## src/rtl/dr_load_sequencer.sv

```systemverilog
// Sequences single-byte or four-byte memory reads into a shifting data register,
// one byte per request/write pair, with a per-byte ack timeout.
module dr_load_sequencer #(
  parameter int ADDR_W  = 16,
  parameter int TIMEOUT = 15
) (
  input  logic              clk,
  input  logic              rst,
  input  logic              start,
  input  logic [1:0]        mode,
  input  logic [ADDR_W-1:0] base_addr,
  input  logic              mem_ack,
  input  logic [7:0]        mem_data,
  output logic              mem_req,
  output logic [ADDR_W-1:0] mem_addr,
  output logic              dr_e,
  output logic [1:0]        dr_funsel,
  output logic [7:0]        dr_i,
  output logic              busy,
  output logic              done,
  output logic              err
);

  typedef enum logic [2:0] {
    S_IDLE,
    S_REQ,
    S_WRITE,
    S_DONE,
    S_ERR
  } state_t;

  localparam logic [7:0] TIMEOUT_C = 8'(TIMEOUT);

  state_t            state_q, state_d;
  logic [1:0]        mode_q, mode_d;
  logic [ADDR_W-1:0] base_q, base_d;
  logic [ADDR_W-1:0] addr_q, addr_d;
  logic [2:0]        idx_q, idx_d;
  logic [2:0]        cnt_q, cnt_d;
  logic [7:0]        wait_q, wait_d;
  logic [7:0]        data_q, data_d;

  logic [2:0] idx_inc;
  logic [7:0] wait_inc;

  assign idx_inc  = idx_q + 3'd1;
  assign wait_inc = wait_q + 8'd1;

  // NOTE: every signal written here gets a default first, so no path leaves one unassigned and no latch is inferred.
  always_comb begin
    state_d = state_q;
    mode_d  = mode_q;
    base_d  = base_q;
    addr_d  = addr_q;
    idx_d   = idx_q;
    cnt_d   = cnt_q;
    wait_d  = wait_q;
    data_d  = data_q;
    mem_req = 1'b0;
    dr_e    = 1'b0;
    done    = 1'b0;
    err     = 1'b0;

    case (state_q)
      S_IDLE: begin
        if (start) begin
          mode_d  = mode;
          base_d  = base_addr;
          addr_d  = base_addr;
          cnt_d   = mode[1] ? 3'd4 : 3'd1;
          idx_d   = 3'd0;
          wait_d  = 8'd0;
          state_d = S_REQ;
        end
      end
      S_REQ: begin
        mem_req = 1'b1;
        // An ack arriving on the final wait cycle still completes the byte.
        if (mem_ack) begin
          data_d  = mem_data;
          wait_d  = 8'd0;
          state_d = S_WRITE;
        end else begin
          wait_d = wait_inc;
          if (wait_inc == TIMEOUT_C) begin
            state_d = S_ERR;
          end
        end
      end
      S_WRITE: begin
        dr_e  = 1'b1;
        idx_d = idx_inc;
        if (idx_inc == cnt_q) begin
          state_d = S_DONE;
        end else begin
          // Address register only moves when another byte follows, so it holds when idle.
          addr_d  = base_q + ADDR_W'(idx_inc);
          state_d = S_REQ;
        end
      end
      S_DONE: begin
        done    = 1'b1;
        state_d = S_IDLE;
      end
      S_ERR: begin
        err     = 1'b1;
        state_d = S_IDLE;
      end
      default: state_d = S_IDLE;
    endcase
  end

  // NOTE: sequential state uses non-blocking assignments so all registers update together on the edge.
  always_ff @(posedge clk) begin
    if (rst) begin
      state_q <= S_IDLE;
      mode_q  <= 2'b00;
      base_q  <= '0;
      addr_q  <= '0;
      idx_q   <= 3'd0;
      cnt_q   <= 3'd0;
      wait_q  <= 8'd0;
      data_q  <= 8'd0;
    end else begin
      state_q <= state_d;
      mode_q  <= mode_d;
      base_q  <= base_d;
      addr_q  <= addr_d;
      idx_q   <= idx_d;
      cnt_q   <= cnt_d;
      wait_q  <= wait_d;
      data_q  <= data_d;
    end
  end

  assign busy      = (state_q != S_IDLE);
  assign mem_addr  = addr_q;
  assign dr_funsel = mode_q;
  assign dr_i      = data_q;

endmodule

```

## config.mk

```make
export PLATFORM = sky130hd
export DESIGN_NAME = dr_load_sequencer
export DESIGN_NICKNAME = d
export VERILOG_FILES = /design/src/rtl/dr_load_sequencer.sv
export SDC_FILE = /design/constraint.sdc
export NUM_CORES = 1
export LEC_CHECK = 0
export BUFFER_PORTS_ARGS = -buffer_cell sky130_fd_sc_hd__buf_4
export CORE_MARGIN = 8
export CORE_UTILIZATION = 45
export CTS_CLUSTER_SIZE = 28
export DETAILED_ROUTE_END_ITERATION = 6
export PLACE_DENSITY_LB_ADDON = 0.1
export SLEW_MARGIN = 20
export SYNTH_ARGS = -nofsm -noshare
export SYNTH_HDL_FRONTEND = slang
export SYNTH_SLANG_ARGS = --single-unit
```

## constraint.sdc

```tcl
create_clock -name clk -period 2 [get_ports clk]
set_input_delay 0 -clock clk [delete_from_list [all_inputs] [get_ports clk]]
set_output_delay 0 -clock clk [all_outputs]
set_load 0.005 [all_outputs]
```

==> qor_table.md <==
| Parameter | Reported | Unit |
|---|---|---|
| Number of H-tree levels | 3 | - |
| Syn nets | 381 | - |
| Worst setup slack after layout | -7.72 | ps |
| Chain of cells forming the critical path | ha_4, inv_2, fa_2, nor2b_4, o211ai_1, xor2_1, a211o_1, a21oi_1 | - |
| Count of input and output buffers | 60 | - |
| IO Pins | 61 | - |
| Congestion Overflow GR | 0 | - |
| Layout Cell Area excl Fill | 4060 | µm² |
| Worst hold path type | input pin to flip-flop | - |
| Synthesized area per cell | 7.99 | µm² |
| Sequential-to-total area share from yosys stat | 41.5 | % |
| Count of state elements after synthesis | 57 | - |
| Net count reported at finish | 492 | - |
| Number of global-route vias before repair | 2768 | - |
| Total of endpoints with negative setup slack in the final report | 3 | - |
| Setup_tns | -19.4 | ps |
| Floorplan core area | 5920 | µm² |
| Proportion of layout cells with a drive suffix above 1 | 28.5 | % |
| Root Buffer Master | sky130_fd_sc_hd__clkbuf_8 | - |
| Number of remaining DRC errors | 0 | - |
| Chip Width | 94.2 | µm |
| Run status | finished, violations left | - |
| Critical path class | flip-flop to flip-flop | - |
| Number of instances in the synthesized netlist | 344 | - |
| Synthesized-area fraction occupied by ao, oa, aoi and oai cells | 18.7 | % |
| Peak fanout along the critical path | 6 | - |
| Post-route clock skew | 8.15 | ps |
| Final period demand of the worst path | 2010 | ps |
| Antenna violations before repair | 0 | - |
| Max-cap violation count | 0 | - |
| Util after Layout | 68.5 | % |
| Violations in the final reports | negative setup slack | - |
| Largest net degree at the start of global routing | 36 | - |
| Final ANT Viol Nets | 0 | - |
| Total inserted antenna cells | 0 | - |
| Most instantiated flip-flop cell in the synthesis netlist | sky130_fd_sc_hd__dfxtp_1 | - |
| Peak per-stage delay on the critical path | 360 | ps |
| CTS tree | done | - |
| Headroom to the max-slew limit | 66.7 | % |
| Data arrival time at the worst-slack endpoint | 2270 | ps |
| Required time at the worst-slack endpoint | 2270 | ps |
| Share of the clock period used by the worst path | 100 | % |
| Fin. Hold Viols | 0 | - |
| Clock buffers created by TritonCTS | 9 | - |
| Avg WL per Cell | 14.7 | µm |
| Startpoint type of the worst setup path | flip-flop | - |
| Slew Limit Fails | 0 | - |
| Synthesized-area fraction occupied by xor and xnor cells | 6.60 | % |
| Worst skew pair latency | 330 | ps |
| Final Total Pwr | 2.79 | mW |
| Multiplexer area fraction after synthesis | 0 | % |
| Number of warnings reported in the yosys synthesis log | 0 | - |
| Gr usage total | 18.4 | % |
| Met3 usage | 6.08 | % |
| Number of buffers on the longest clock path | 2 | - |
| Power per standard cell area | 687 | nW/µm² |
| Pre-Repair DR Iteration Count | 4 | - |
| Global routing usage on met1 | 22.0 | % |
| Detailed-placement wirelength estimate | 5190 | µm |
| Wire length of the first global-routing pass | 13000 | µm |
| Area growth syn-to-layout | 47.6 | % |
| Total cell area at the placement stage | 3460 | µm² |
| Height of the die | 94.2 | µm |
| Final wirelength | 7840 | µm |
| Netlist area before placement | 2750 | µm² |
| Starting Density | 46.4 | % |
| Leakage component of the power | 1.63 | nW |
| Gp weighted congestion | 0.830 | - |
| Share of flip-flops with an asynchronous set or reset | 0 | % |
| Sink Count | 57 | - |
| Setup repair after global routing missed its margin | true | - |
| Standard-cell rows | 28 | - |
| Number of enable-type register cells in the synthesized netlist | 0 | - |
| Worst slew pin tran | 497 | ps |
| Largest family of logic cells by synthesized area | simple AND/OR/NAND/NOR gates | - |
| Count of vias placed by the detailed router | 2737 | - |
| Vias per inst | 5.12 | - |
| Met2 GRT Util | 29.5 | % |
| DRC marker count from the first detailed-route iteration | 117 | - |
| Post-synthesis cell type count | 51 | - |
| Fmax | 498 | MHz |
| Library cell contributing the largest single delay on the critical path | sky130_fd_sc_hd__dfxtp_4 | - |
| Most used routing layer | met2 | - |
| Adder-cell share of the synthesized area | 3.46 | % |
| Type of element capturing the critical path | flip-flop | - |
| Worst voltage drop across the vdd grid | 0.538 | mV |
| Total die area | 8870 | µm² |
| Clock Pin Slew Worst Setup and Hold Paths | 70 | ps |
| Post-synthesis share of cell area spent on and, or, nand and nor gates | 25.9 | % |
[logic make-up after synthesis]
logic type	count (synthesis)
flops	57
compound gates	85
xor+xnor	19
buf+inv	25
simple gates	151
fa+ha+maj	7
[metrics by stage]
step | setup slack [ps] | std cells | hold WS, ps
floorplan | 20.7 | 344 | 136
global route | -90.2 | 535 | 78.3
global placement | -64.5 | 487 | 245
detailed placement | -109 | 487 | 257
CTS | -34.4 | 530 | 56.8
finish | -7.72 | 535 | 70.3
[critical path: cells and delay by family, from the launching register on]
kind	cells	cell delay, ps
adder cells (fa/ha/maj)	2	650
AO/OA/AOI/OAI	3	530
flip-flops	1	360
AND/OR/NAND/NOR	1	200
XOR/XNOR	1	170
buffers and inverters	1	40
[layer usage]
metal | wire (µm) | share of wire, %
met1 | 3520 | 45
met2 | 3710 | 47
met3 | 477 | 6.1
met4 | 133 | 1.7
met5 | 0 | 0
[cell usage after synthesis, drive strengths merged, types with 2 or more instances]
cell / n / share of area, %
o211ai: 3 / 0.82
ha: 6 / 2.7
o221ai: 3 / 0.96
o21ai: 9 / 1.6
inv: 6 / 0.82
nor4: 2 / 1.0
or3b: 3 / 0.96
nand2: 79 / 11
or2: 2 / 0.46
nand4: 6 / 1.4
clkbuf: 12 / 1.6
or3: 2 / 0.46
and3: 3 / 0.68
xnor2: 7 / 2.2
a211o: 6 / 1.9
nor2: 27 / 3.7
a21oi: 50 / 9.1
nor3b: 2 / 0.55
nor4b: 2 / 0.86
a211oi: 4 / 1.3
and4: 2 / 0.64
nor2b: 3 / 0.68
dfxtp: 57 / 42
xor2: 11 / 3.5
nor3: 3 / 0.55
buf: 6 / 1.3
nand3: 9 / 1.6
or4: 2 / 0.55
[sequential cells by signal, summed over array words and instances, names as in the netlist]
signal and cells:
cnt_q 2, state_q 3, wait_q 8, dr_funsel 1, mem_addr 16, base_q 16
idx_q 3, dr_i 8
[power breakdown]
group / total, mW / internal (mW) / leakage, nW / switching, mW
registers: 1.25 / 1.20 / 0.468 / 0.0504
clock network: 1.07 / 0.605 / 0.0953 / 0.467
logic: 0.468 / 0.246 / 1.07 / 0.222
total: 2.79 / 2.05 / 1.63 / 0.740
[cell usage in the layout, fill, tap and decap left out, types with 2 or more instances in the layout]
cell type / Yosys / layout
sky130_fd_sc_hd__dfxtp_1: 57 / 54
sky130_fd_sc_hd__nor2_1: 27 / 27
sky130_fd_sc_hd__xor2_1: 11 / 10
sky130_fd_sc_hd__buf_12: 0 / 2
sky130_fd_sc_hd__nor3b_1: 2 / 2
sky130_fd_sc_hd__nor2b_1: 3 / 2
sky130_fd_sc_hd__dlygate4sd3_1: 0 / 27
sky130_fd_sc_hd__nand3_1: 9 / 8
sky130_fd_sc_hd__or3b_2: 2 / 2
sky130_fd_sc_hd__inv_2: 0 / 2
sky130_fd_sc_hd__a211o_1: 6 / 6
sky130_fd_sc_hd__or4_1: 2 / 2
sky130_fd_sc_hd__a21oi_2: 0 / 3
sky130_fd_sc_hd__a211oi_1: 3 / 2
sky130_fd_sc_hd__buf_4: 2 / 89
sky130_fd_sc_hd__clkinvlp_4: 0 / 2
sky130_fd_sc_hd__ha_1: 6 / 3
sky130_fd_sc_hd__clkbuf_8: 0 / 10
sky130_fd_sc_hd__and3_1: 3 / 3
sky130_fd_sc_hd__a211oi_2: 1 / 2
sky130_fd_sc_hd__clkinv_2: 0 / 2
sky130_fd_sc_hd__inv_1: 6 / 4
sky130_fd_sc_hd__nand4_1: 6 / 6
sky130_fd_sc_hd__or3_1: 2 / 2
sky130_fd_sc_hd__nor3_1: 3 / 3
sky130_fd_sc_hd__o221ai_1: 3 / 3
sky130_fd_sc_hd__o21ai_0: 9 / 7
sky130_fd_sc_hd__nand2_1: 79 / 79
sky130_fd_sc_hd__dfxtp_2: 0 / 2
sky130_fd_sc_hd__o21ai_1: 0 / 2
sky130_fd_sc_hd__a21oi_1: 50 / 46
sky130_fd_sc_hd__xnor2_1: 7 / 7
sky130_fd_sc_hd__and4_1: 2 / 2
sky130_fd_sc_hd__ha_4: 0 / 3
sky130_fd_sc_hd__o211ai_1: 3 / 3
[final cells by class]
| type | count | area (µm²) |
|---|---|---|
| Fill cell | 492 | 1860 |
| Multi-Input combinational cell | 262 | 1620 |
| Sequential cell | 57 | 1150 |
| Timing Repair Buffer | 118 | 978 |
| Clock buffer | 11 | 141 |
| Tap cell | 75 | 93.8 |
| Clock inverter | 5 | 55.1 |
| Inverter | 7 | 26.3 |
[path summary, 6_finish.rpt]
kind,startpoint,slack (ps),depth (start not counted),to
worst max register to register,idx_q[0],-8,8,mem_addr[8]
worst min-delay path,rst,70,2,wait_q[6]
worst max-delay path,idx_q[0],-8,8,mem_addr[8]
worst min register to register,mem_addr[5],450,2,mem_addr[5]
[repair_timing]
action,4_1_cts,5_1_grt
resized for setup,7,16
endpoints found under the hold margin,32,0
buffers inserted,0,5
hold buffers,27,0
pin swaps,2,5
endpoints found under the setup margin,11,13
Note: power is estimated with default switching activity, not from simulation.
